[src/rtl/xbus_pkg.sv]
// Shared types and constants for the two-master peripheral bus arbiter.
package xbus_pkg;
  typedef enum logic {IDLE = 1'b0, BUSY = 1'b1} state_e;
  localparam logic [31:0] DEAD_WORD = 32'hDEAD_BEEF;
  localparam int          CNT_W     = 8;
endpackage

[src/rtl/bus_watchdog.sv]
// Cycle counter for an owned bus cycle; flags expiry on the TIMEOUT-th busy cycle.
module bus_watchdog
  import xbus_pkg::*;
#(
  parameter int TIMEOUT = 255
) (
  input  logic clk,
  input  logic rst,
  input  logic clr,
  input  logic en,
  output logic expired
);
  localparam logic [CNT_W-1:0] LIMIT = CNT_W'(TIMEOUT);
  localparam logic [CNT_W-1:0] FIRST = CNT_W'(1);

  logic [CNT_W-1:0] cnt_q, cnt_d;

  // Loaded with 1 at grant so the first busy cycle already reads as count 1.
  always_comb begin
    cnt_d = cnt_q;
    if (clr) begin
      cnt_d = FIRST;
    end else if (en && (cnt_q != '1)) begin
      cnt_d = cnt_q + 1'b1;
    end
  end

  always_ff @(posedge clk) begin
    if (rst) begin
      cnt_q <= FIRST;
    end else begin
      cnt_q <= cnt_d;
    end
  end

  assign expired = en && (cnt_q == LIMIT);
endmodule

[src/rtl/xbus_arb.sv]
// Round-robin arbiter sharing one Wishbone classic slave bus between two masters,
// with a watchdog that completes unanswered cycles with a fixed error word.
module xbus_arb
  import xbus_pkg::*;
#(
  parameter int          TIMEOUT = 255,
  parameter logic [31:0] DEAD    = DEAD_WORD
) (
  input  logic             wb_clk,
  input  logic             wb_rst,
  input  logic [31:0]      m0_adr,
  input  logic [31:0]      m0_dat,
  input  logic [3:0]       m0_sel,
  input  logic             m0_we,
  input  logic             m0_cyc,
  output logic [31:0]      m0_rdt,
  output logic             m0_ack,
  input  logic [31:0]      m1_adr,
  input  logic [31:0]      m1_dat,
  input  logic [3:0]       m1_sel,
  input  logic             m1_we,
  input  logic             m1_cyc,
  output logic [31:0]      m1_rdt,
  output logic             m1_ack,
  output logic [31:0]      s_adr,
  output logic [31:0]      s_dat,
  output logic [3:0]       s_sel,
  output logic             s_we,
  output logic             s_cyc,
  input  logic [31:0]      s_rdt,
  input  logic             s_ack,
  output logic             owner,
  output logic             timeout,
  output logic [CNT_W-1:0] err_count
);
  state_e           state_q, state_d;
  logic             owner_q, owner_d;
  logic [CNT_W-1:0] err_q, err_d;
  logic             grant, expired, own_cyc, own_ack;
  logic [31:0]      own_rdt;

  function automatic logic [CNT_W-1:0] sat_inc(input logic [CNT_W-1:0] v);
    return (v == '1) ? v : v + 1'b1;
  endfunction

  bus_watchdog #(.TIMEOUT(TIMEOUT)) u_wdog (
    .clk     (wb_clk),
    .rst     (wb_rst),
    .clr     (grant),
    .en      (state_q == BUSY),
    .expired (expired)
  );

  always_comb begin
    state_d = state_q;
    owner_d = owner_q;
    err_d   = err_q;
    grant   = 1'b0;
    s_cyc   = 1'b0;
    s_adr   = '0;
    s_dat   = '0;
    s_sel   = '0;
    s_we    = 1'b0;
    own_ack = 1'b0;
    own_rdt = '0;
    timeout = 1'b0;
    own_cyc = owner_q ? m1_cyc : m0_cyc;
    case (state_q)
      IDLE: begin
        if (m0_cyc || m1_cyc) begin
          grant   = 1'b1;
          owner_d = (m0_cyc && m1_cyc) ? ~owner_q : m1_cyc;
          state_d = BUSY;
        end
      end
      BUSY: begin
        s_cyc = own_cyc;
        s_adr = owner_q ? m1_adr : m0_adr;
        s_dat = owner_q ? m1_dat : m0_dat;
        s_sel = owner_q ? m1_sel : m0_sel;
        s_we  = owner_q ? m1_we  : m0_we;
        // A real slave ack beats a watchdog expiry landing on the same cycle.
        if (s_ack) begin
          own_ack = 1'b1;
          own_rdt = s_rdt;
          state_d = IDLE;
        end else if (!own_cyc) begin
          state_d = IDLE;
        end else if (expired) begin
          s_cyc   = 1'b0;
          own_ack = 1'b1;
          own_rdt = DEAD;
          timeout = 1'b1;
          err_d   = sat_inc(err_q);
          state_d = IDLE;
        end
      end
      default: state_d = IDLE;
    endcase
    // A cycle cut short by reset never completes towards either master.
    if (wb_rst) begin
      s_cyc   = 1'b0;
      own_ack = 1'b0;
      own_rdt = '0;
      timeout = 1'b0;
    end
  end

  always_ff @(posedge wb_clk) begin
    if (wb_rst) begin
      state_q <= IDLE;
      owner_q <= 1'b1;
      err_q   <= '0;
    end else begin
      state_q <= state_d;
      owner_q <= owner_d;
      err_q   <= err_d;
    end
  end

  assign m0_ack    = own_ack & ~owner_q;
  assign m1_ack    = own_ack &  owner_q;
  assign m0_rdt    = owner_q ? 32'h0 : own_rdt;
  assign m1_rdt    = owner_q ? own_rdt : 32'h0;
  assign owner     = owner_q;
  assign err_count = err_q;
endmodule

[config.mk]
export PLATFORM = sky130hd
export DESIGN_NAME = xbus_arb
export DESIGN_NICKNAME = d
export VERILOG_FILES = /design/src/rtl/xbus_pkg.sv /design/src/rtl/bus_watchdog.sv /design/src/rtl/xbus_arb.sv
export SDC_FILE = /design/constraint.sdc
export NUM_CORES = 1
export LEC_CHECK = 0
export ABC_AREA = 1
export CAP_MARGIN = 20
export CORE_AREA = 4 4 124 126
export DETAILED_ROUTE_END_ITERATION = 8
export DIE_AREA = 0 0 128 130
export MAX_ROUTING_LAYER = met4
export PLACE_DENSITY = 0.71
export SLEW_MARGIN = 20
export SYNTH_ARGS = -nofsm -noshare
export SYNTH_HDL_FRONTEND = slang
export SYNTH_SLANG_ARGS = --single-unit
export TNS_END_PERCENT = 5
[constraint.sdc]
create_clock -name wb_clk -period 1.7 [get_ports wb_clk]
set_clock_uncertainty 0.2 [all_clocks]
set_input_delay 0.17 -clock wb_clk [delete_from_list [all_inputs] [get_ports wb_clk]]
set_output_delay 0.17 -clock wb_clk [all_outputs]
set_load 0.05 [all_outputs]
# Word-level counts from Yosys, hierarchy flattened
# Index checks and enable logic that the tools add are counted.
[word_totals] out_inout_bits=146 register_bits=18 wordCells=56 inputBits=175
[classes] n_eq_ne=3 n_addsub=2 n_reduce_logical=7 bitwise=6 n_mux=34
[ops] cell="$mux 32" n=11
[ops] cell="$mux 1" n=20
[ops] cell="$add 8x1->8 const B" n=2
[ops] cell="$eq 8x8->1 const B" n=2
[ops] cell="$mux 4" n=2
[ops] cell="$ne 8x8->1 const B" n=1
[ops] cell="$reduce_and 5->1" n=1
[ops] cell="$not 1->1" n=4
[ops] cell="$logic_and 1x1->1" n=3
[ops] cell="$and 1x1->1" n=2
[ops] cell="$pmux 1 s2" n=1
[ops] cell="$reduce_and 2->1" n=1
[ops] cell="$reduce_or 2->1" n=1
[ops] cell="$logic_or 1x1->1" n=1

# Longest topological paths before layout
# Gate-level depths: netlist of run 1.
[depth] depth_word=8 mapped_depth=9 depth_no_buf=9

# By module
# Synthesis of run 1 repeated with hierarchy kept, for this count alone.
[hier_totals] hier_cells=565 area_unflattened_um2=2805.2
[by_module_without_submodules] mod="xbus_arb" area_each_um2=2334.7 cells_per_inst=496 seq_area_each_um2=200.2 instances=1
[by_module_without_submodules] mod="bus_watchdog" area_each_um2=470.5 cells_per_inst=69 seq_area_each_um2=160.2 instances=1

# Worst setup path after synthesis of run 1
# No wires, ideal clock.
[synth_timing] kind="register to output" startpoint="register owner_q (netlist: owner)" endpoint="output port m1_rdt[14]" t_arrival_ps=2420 stages_incl_launch_ff=5 required_ps=1330 path_slack_ps=-1090 path_buffers=2 path_cell_list="dfxtp_1 -> buf_2 -> clkinv_1 -> clkbuf_1 -> nor3_1"
[synth_via] elab_chain_len=6
[synth_rtl] item="start: declaration" line="xbus_arb.sv:37" source="logic owner_q, owner_d;"
[synth_rtl] item="start signal: assignment" line="xbus_arb.sv:116" source="owner_q <= owner_d;"
[synth_rtl] item="$mux 1" line="xbus_arb.sv:67" source="own_cyc = owner_q ? m1_cyc : m0_cyc;"
[synth_rtl] item="$mux 32" line="xbus_arb.sv:87" source="end else if (!own_cyc) begin"
[synth_rtl] item="$mux 32" line="xbus_arb.sv:83" source="if (s_ack) begin"
[synth_rtl] item="$mux 32" line="xbus_arb.sv:68" source="case (state_q)"
[synth_rtl] item="$mux 32" line="xbus_arb.sv:101" source="if (wb_rst) begin"
[synth_rtl] item="$mux 32 (*)" line="xbus_arb.sv:124" source="assign m1_rdt = owner_q ? own_rdt : 32'h0;"
[synth_rtl] item="end: declaration" line="xbus_arb.sv:23" source="output logic [31:0] m1_rdt,"
# Mark *: on every way between the ends. The rest lies on a longest branch, timed or not.

# Worst setup path after layout of run 1
[layout_timing] startpoint="register u_wdog.cnt_q[1]" endpoint="output port m0_rdt[1]"
[layout_via] elab_chain_len=8
[layout_rtl] item="start: declaration" line="bus_watchdog.sv:16" source="logic [CNT_W-1:0] cnt_q, cnt_d;"
[layout_rtl] item="start signal: assignment" line="bus_watchdog.sv:32" source="cnt_q <= cnt_d;"
[layout_rtl] item="$eq 8x8->1" line="bus_watchdog.sv:36" source="assign expired = en && (cnt_q == LIMIT);"
[layout_rtl] item="$logic_and 1x1->1" line="bus_watchdog.sv:36"
[layout_rtl] item="$mux 32" line="xbus_arb.sv:89" source="end else if (expired) begin"
[layout_rtl] item="$mux 32" line="xbus_arb.sv:87"
[layout_rtl] item="$mux 32" line="xbus_arb.sv:83"
[layout_rtl] item="$mux 32" line="xbus_arb.sv:68"
[layout_rtl] item="$mux 32" line="xbus_arb.sv:101"
[layout_rtl] item="$mux 32" line="xbus_arb.sv:123" source="assign m0_rdt = owner_q ? 32'h0 : own_rdt;"
[layout_rtl] item="end: declaration" line="xbus_arb.sv:16" source="output logic [31:0] m0_rdt,"
# No other way between the ends.

==> run metrics, run 1 <==
layout cells sized above 1=46.12%; slew margin rel.=73.06%; Crit path required time=~1.3 ns; global route overflow=0; first-pass GRT wire length=around 23000 um; Hold WS=0.2493 ns; fill cell count=~1.3k; n_diodes=0; final setup vio count=between 100 and 150; count of standard-cell rows=44; critical path class=flop to primary output; Syn. warnings=0; setup ws final=-0.4895 ns; delay-heaviest family, CP=simple AND/OR/NAND/NOR gates; Critical Path Fanout Max=15; Hold Startpoint=u_wdog.cnt_q[4]; clock sinks=18; Die Wd=~130 um; max frequency=456.7 MHz; vias=roughly 4.6k; CP bufs+invs=2; CTS tree=done; post-route antenna net violation count=0; GRT Overall Usage=between 15 and 20%; Tcrit/Tclk final=128.8%; register area share after synthesis=around 14%; metal1 wirelength=5661 um; critical path launch point type=flop; largest cells by area after synthesis=nor2_1 (31%), o21ai_0 (15%), dfxtp_1 (14%), nand2_1 (6.6%), nor2_2 (4.7%); IO Pins=about 320; WL met2=about 8000 um; dpl cells=between 1k and 1.5k; largest net degree at the start of global routing=between 60 and 70; CTS Root Cell=clkbuf_16; Arrival @ worst endpoint=1.82 ns; maximum VDD drop=324.8 uV; Die Y=between 100 and 150 um; TritonRoute pass-1 iters=4; GPL Wtd Cong=between 0.8 and 0.9; die area=about 17000 um2; Num CTS Buffers=3; vias per cell=around 4.4; Synth top area share=a little under a third; Worst-Margin Slew=a little over 0.4 ns; Max Slew Vio Count=0; cell area power density=~420 nW/um2; Synth Instances=approximately 490; placed inst area=7357 um2; WL met3=1343 um; Max-Cap Viols=0; cell accounting for the most synthesized area=nor2_1; Port-buffer cells=between 300 and 400; Clock transition at path regs=approximately 0.05 ns; drt total wl=around 15000 um; run status=finished with violations; commonest non-fill, non-tap cells in the layout=clkdlybuf4s50_1 (173), nor2_1 (95), nor2_2 (82); initial antenna violation count=0; CP Launch Point=u_wdog.cnt_q[1]; Mapped Area=around 2500 um2; RR Startpoint=u_wdog.cnt_q[1]; Leak=around 0.0032 uW; Distinct cells, synth=27; commonest non-fill, non-tap cell in the layout=clkdlybuf4s50_1; CP Capture Type=primary output; net count after synthesis=between 600 and 700; cell mode on critical path=nand3_4; final instance area=about 7900 um2; post-place setup slack=-0.4133 ns; Synth Register Bits=18; slowest stage delay, CP=0.35 ns; Hold Path Class=flop to flop; area growth from synthesis to layout=214.8%; DRT iter0 DRCs=188; post-route insts no fill=~1.0k; Max Root-Sink Buffers=2; Hold Fails Final Rpt=0; drt drc=0; buffer count from post-CTS setup fixing=0; crit-path cells=ha_4 -> nand2_4 -> nor2_4 -> nand3_4 -> o21ai_4 -> nand3_4 -> buf_12 -> nor2_2 -> buf_6; failing checks=negative setup slack; Max stage delay cell, worst path=dfxtp_2; HPWL Detailed=around 12000 um; Placeable Area=between 10000 and 15000 um2; H-tree levels=1; vias in the first global route=roughly 4.3k; RSZ-0062 raised after global routing=yes; Syn Area/Cell=around 5.1 um2; Initial Util=approximately 17%; Net count, final=1028; Min Clock Period, post-route=between 2 and 2.5 ns; worst skew pair latency=approximately 0.25 ns; wire length per cell=roughly 15 um; max layer used=met4
layer usage:
metal	global-route usage (%)	up-vias
met4	2.684	0
met1	18.99	2083
li1	-	2275
met3	4.421	24
met2	31.89	218
met5	-	-
worst reg2reg max path, cell delays in order (launching register included):
cell and delay, ns:
dfxtp_2 0.35, ha_4 0.16, nand2_4 0.05, nor2_4 0.13, nand3_4 0.09, buf_4 0.16
nor2_4 0.12, buf_4 0.16, nand3_1 0.08, a21oi_2 0.15
final timing paths:
kind	to	slack (ns)	cells past startpoint
setup reg to reg	err_count[3]	-0.02	9
hold reg to reg	u_wdog.cnt_q[4]	0.25	2
setup / recovery	m0_rdt[1]	-0.49	9
hold / removal	u_wdog.cnt_q[4]	0.25	2
logic make-up (layout without fill, tap and decap cells):
logic type	Yosys count	count (layout)	synth area share, %
AOI/OAI and AO/OA	92	92	19.18
xor gates and xnor gates	4	4	1.399
adders and majority gates	2	2	0.9988
buffers and inverters	64	425	11.44
DFF	18	18	14.39
and+or+nand+nor	309	309	52.60
sequential cells by signal (all words and copies together), names as in the netlist:
signal / flops
u_wdog.cnt_q: 8
state_q: 1
owner: 1
err_count: 8
cells in the mapped netlist, drive strengths merged:
library cell and n:
o21ai 77, clkinv 2, ha 2, inv 28, nand2 45, clkbuf 21, nor2 227, nor3 18
buf 13, o211ai 1, xor2 2, nand3b 3, dfxtp 18, o21bai 1, xnor2 2, a21oi 13
nand3 15, nand4 1
what timing repair did:
action                                  CTS  global route
cloned                                    0             0
hold buffers                              0             0
gates resized for setup                 106            43
endpoints found under the setup margin  145           148
pin swaps                                 3             2
cell type report:
class | instances | area [um2] | area share, %
timing repair buffer | 391 | 4463 | 56.59
sequential | 18 | 370.4 | 4.696
multi-input combinational | 407 | 2599 | 32.95
tap | 184 | 230.2 | 2.919
clock buffer | 4 | 88.84 | 1.126
inverter | 30 | 135.1 | 1.713
where the power goes:
part / internal [uW] / switching, uW / leakage, uW
Combinational: 1000 / 1310 / 0.00301
Clock: 358 / 164 / 0.0000442
Sequential: 431 / 13.5 / 0.000146
Total: 1790 / 1490 / 0.00320
through the flow:
step | utilization, % | total power, uW | setup TNS [ns]
3_5_place_dp | 51.40 | 2628 | -25.74
4_1_cts | 54.41 | 3265 | -31.20
2_1_floorplan | - | 1653 | -25.95
6_report | 55.10 | 3277 | -29.19
3_3_place_gp | 51.40 | 2614 | -22.76
5_1_grt | 55.10 | 3434 | -40.01
(Power assumes the default switching activity.)
==> inputs of run 2 (changes only) <==
--- a/config.mk
+++ b/config.mk
@@ -10,6 +10,7 @@
 export CORE_AREA = 4 4 124 126
 export DETAILED_ROUTE_END_ITERATION = 8
 export DIE_AREA = 0 0 128 130
+export HOLD_SLACK_MARGIN = 0.06
 export MAX_ROUTING_LAYER = met4
 export PLACE_DENSITY = 0.71
 export SLEW_MARGIN = 20
==> results of run 2 <==
No change in the layout: final DEF, timing and power equal those of run 1.
